===== src/rtl/shiftregister_universal.sv =====
// Universal N-bit shift register: parallel load, single-step shifts, and a start/busy/done shift-by-k engine.
// Optional macro SHREG_ROTATE_EN enables rotate mode (01); without it mode 01 behaves as logical.
module shiftregister_universal #(
   parameter int N  = 10,
   parameter int CW = 4
) (
   input  logic          clk,
   input  logic          clr_n,
   input  logic          sclr,
   input  logic          load,
   input  logic [N-1:0]  data_in,
   input  logic          shift_s,
   input  logic          start,
   input  logic [CW-1:0] amount,
   input  logic          dir,
   input  logic [1:0]    mode,
   input  logic          ser_in,
   output logic [N-1:0]  data_out,
   output logic          ser_out,
   output logic          busy,
   output logic          done
);

   typedef enum logic {IDLE, RUN} state_t;

   state_t        state_reg, state_next;
   logic [N-1:0]  data_reg, data_next;
   logic [CW-1:0] count_reg, count_next;
   logic          dir_reg, dir_next;
   logic [1:0]    mode_reg, mode_next;
   logic          done_reg, done_next;

   // Fill bit depends on mode; mode 11 (and 01 without rotate) falls through to logical.
   function automatic logic [N-1:0] shift_fn(input logic [N-1:0] d, input logic dr,
                                             input logic [1:0] md, input logic si);
      logic fill;
      fill = si;
      if (md == 2'b10) begin
         fill = dr ? d[N-1] : 1'b0;
      end
`ifdef SHREG_ROTATE_EN
      else if (md == 2'b01) begin
         fill = dr ? d[0] : d[N-1];
      end
`endif
      if (dr) return {fill, d[N-1:1]};
      else    return {d[N-2:0], fill};
   endfunction

   always_comb begin
      state_next = state_reg;
      data_next  = data_reg;
      count_next = count_reg;
      dir_next   = dir_reg;
      mode_next  = mode_reg;
      done_next  = 1'b0;
      if (sclr) begin
         state_next = IDLE;
         data_next  = '0;
         count_next = '0;
      end else begin
         case (state_reg)
            IDLE: begin
               if (load) begin
                  data_next = data_in;
               end else if (start) begin
                  dir_next  = dir;
                  mode_next = mode;
                  if (amount == '0) begin
                     done_next = 1'b1;
                  end else begin
                     count_next = amount;
                     state_next = RUN;
                  end
               end else if (shift_s) begin
                  data_next = shift_fn(data_reg, dir, mode, ser_in);
               end
            end
            RUN: begin
               // Latched direction/mode, live serial input; load/start/shift_s are ignored here.
               data_next  = shift_fn(data_reg, dir_reg, mode_reg, ser_in);
               count_next = count_reg - CW'(1);
               if (count_reg == CW'(1)) begin
                  state_next = IDLE;
                  done_next  = 1'b1;
               end
            end
            default: state_next = IDLE;
         endcase
      end
   end

   always_ff @(posedge clk or negedge clr_n) begin
      if (!clr_n) begin
         state_reg <= IDLE;
         data_reg  <= '0;
         count_reg <= '0;
         dir_reg   <= 1'b0;
         mode_reg  <= 2'b00;
         done_reg  <= 1'b0;
      end else begin
         state_reg <= state_next;
         data_reg  <= data_next;
         count_reg <= count_next;
         dir_reg   <= dir_next;
         mode_reg  <= mode_next;
         done_reg  <= done_next;
      end
   end

   assign data_out = data_reg;
   assign busy     = (state_reg == RUN);
   assign done     = done_reg;
   assign ser_out  = ((state_reg == RUN) ? dir_reg : dir) ? data_reg[0] : data_reg[N-1];

endmodule


===== config.mk =====
export PLATFORM = sky130hd
export DESIGN_NAME = shiftregister_universal
export DESIGN_NICKNAME = d
export VERILOG_FILES = /design/src/rtl/shiftregister_universal.sv
export SDC_FILE = /design/constraint.sdc
export NUM_CORES = 1
export LEC_CHECK = 0
export BUFFER_PORTS_ARGS = -buffer_cell sky130_fd_sc_hd__buf_2
export CORE_MARGIN = 3
export CORE_UTILIZATION = 30
export DETAILED_ROUTE_END_ITERATION = 6
export GPL_ROUTABILITY_DRIVEN = 0
export PLACE_DENSITY = 0.56
export SETUP_SLACK_MARGIN = 0.02
export SKIP_LAST_GASP = 1
export SLEW_MARGIN = 5
export SYNTH_ARGS = -nofsm -noshare
export SYNTH_HDL_FRONTEND = slang
export SYNTH_SLANG_ARGS = --single-unit

===== constraint.sdc =====
create_clock -name clk -period 3.1 [get_ports clk]
set_input_delay 0.31 -clock clk [delete_from_list [all_inputs] [get_ports clk]]
set_output_delay 0.31 -clock clk [all_outputs]
set_load 0.01 [all_outputs]

==> flow_summary.toml <==
[outcome]
status = "finished, violations left"
violations = "negative hold slack"

[critical_path]
setup.worst_path.end_class = "output port"
cp_data_arrival_time_ns = 1.89
r2r-start = "busy$_DFF_PN0_"
crit_start = "busy$_DFF_PN0_"
r2r_cells = 2
start_kind = "flip-flop"
cp_max_fo = 24
crit_type = "flip-flop to output port"
required_ns = 2.79

[sta]
fin_crit_ns = 2.196
timing.fmax_mhz = 455.3
relSlewSlack_pct = 38.26
finalCritPeriodShare_pct = 70.85
hold_ws_ns = -0.005038
hold_viol = 11
setup_viol = 0
rsz0062_at_grt = "no"
finClkSkew_ns = 0.005470
tns_ns = 0
maxSlewViolCount = 0
worst_pin_slew_ns = 0.9193

[clock_network]
cts_tree = "yes"
clk-insertion-delay-late_ns = 0.26
numCtsBuffers = 3
hold_buffers = 0
cts_max_level = 1
post_cts_resized = 0
cts.sinks = 19
post_cts_buffers = 0
clock_tree.root_cell = "clkbuf_8"
cts.clk_slew.worst_paths_ns = 0.08
clk_path_buf_depth = 2

[final_layout]
nNetsFinal = 208
largest_reg_flops = 10
drive_gt1_share_pct = 34.25
final_common_cell = "buf_2"
n_antenna_cell = 0
final_cell_mix = "36 x buf_2, 19 x dfrtp_1, 18 x nand2_1"
fillerInstances = 479
utilization_pct = 37.28
area_delta_synth_final_pct = 15.06

[power_and_ir_drop]
swShare_pct = 33.10
ir_worst_vdd_uv = 176.1
powerDensity_nw_per_um2 = 425.9
seqPwrFrac_pct = 45.9
comb_power_share_pct = 29.7
p_switching_uw = 239.9
p_clk_share_pct = 24.4
p_leak_nw = 0.7736
p_int_uw = 484.8

[placed_design]
hpwl_um = 2402
io_buffers = 36

[grt]
first_global_vias = 1118
grt_pass1_wl_um = 5478
grt_use_total_pct = 11.29
grt_antenna_before_repair = 0
grt_max_degree = 25
grt-ovfl-total = 0

[route]
drt_iter0_markers = 78
avgRoutedWirePerCell_um = 13.88
drt-total-wl_um = 3414
vias = 1218
drc = 0
antenna_left = 0
vias_per_cell = 4.951
first_pass_iters = 4

[synth]
synth.area.top_cells = "dfrtp_1 32%, mux2i_1 7.4%, mux2_2 6.9%, mux2_1 5.3%, nand2_1 4.6%"
synthCells = 152
netlist_area_sq_um = 1479
synth_cell_types = 35
seq_area_frac_synth_pct = 32.15
ys_seq_elements = 19
ys_warn_count = 0
synth_area_leader_cell = "dfrtp_1"
synth_nets = 178
syn-mean-instance-area_sq_um = 9.730
synth_top_area_share_pct = 32.15

[die]
die_h_um = 76.21
fp-row-count = 24
core-area_sq_um = 4564
die_w_um = 76.21
die-area_sq_um = 5808
ios = 37
floorplan.initialDensity_pct = 32.40

[worst_hold_path]
min_path_type = "input pin to asynchronous set/reset pin"

[flow_run]
maxCapViolations = 0
[metal layers]
layer	global-route usage, %	vias up	routed length (um)
met5	0	-	0
met4	3.804	0	36
met1	15.69	574	1761
li1	-	611	-
met3	1.418	2	128
met2	18.01	31	1488
[worst max-delay path, cell delays in order, from the launching register on]
cell and delay, ns:
dfrtp_1 0.86, mux2i_1 0.27, mux2_1 0.34, buf_2 0.14
[stage by stage]
stage / cells / hold slack (ns) / worst slack [ns] / instance area, sq um / power (mW)
final: 246 / -0.005038 / 0.9036 / 1702 / 0.7247
after global routing: 246 / 0.02500 / 0.7974 / 1702 / 0.7664
after CTS: 246 / 0.008422 / 0.8743 / 1702 / 0.7329
after detailed placement: 242 / 0.2877 / 1.143 / 1657 / 0.5537
after global placement: 242 / 0.2848 / 1.181 / 1657 / 0.5534
after floorplan: 152 / 0.01441 / 1.627 / 1479 / 0.4937
[cells in the mapped netlist (all sizes together)]
cell type and instances:
nor2 9, mux2i 11, nor4bb 1, a211oi 8
or2b 1, nand2 18, a21oi 3, a221oi 1
nor4 2, or2 1, nand3 1, a22oi 1
xnor2 2, nor4b 1, nand2b 3, nor2b 3
dfrtp 19, nor3 5, buf 9, o21ai 11
inv 6, o31ai 9, ha 2, a32o 1
clkbuf 3, mux2 20, o21a 1
[power groups by stage]
stage | clock network (mW) | registers (mW) | logic [mW]
after floorplan | 0 | 0.315 | 0.179
after global placement | 0 | 0.338 | 0.215
after detailed placement | 0 | 0.338 | 0.216
after CTS | 0.182 | 0.333 | 0.218
after global routing | 0.188 | 0.341 | 0.238
final | 0.177 | 0.333 | 0.215
[cell type report]
class                   count  area [sq um]  area share (%)
flip-flops and latches     19         475.5           27.94
multi-input cells         115         889.6           52.28
repair buffers             37         187.7           11.03
inverters                   6         22.52           1.324
clock buffers               4         45.04           2.647
well taps                  65         81.33           4.779
[path summary, 6_finish.rpt]
path,to,slack (ns)
worst max-delay path,ser_out,0.90
worst min-delay path,data_out[8]$_DFFE_PN0P_,-0.005
worst max register to register,data_out[4]$_DFFE_PN0P_,1.16
worst min register to register,mode_reg[1]$_DFFE_PN0P_,0.49
max in group asynchronous,busy$_DFF_PN0_,2.79
min in group clk,mode_reg[1]$_DFFE_PN0P_,0.28
[kinds of logic (layout without fill, tap and decap cells)]
group	after synthesis	after routing	share of synthesized area, %
flip-flops	19	19	32.15
adder cells (fa/ha/maj)	2	2	1.692
multiplexers	31	31	23.69
AND/OR/NAND/NOR	45	45	16.83
buffers and inverters	18	47	7.698
AO/OA/AOI/OAI	35	35	16.75
XOR/XNOR	2	2	1.185
(Power assumes the default switching activity.)
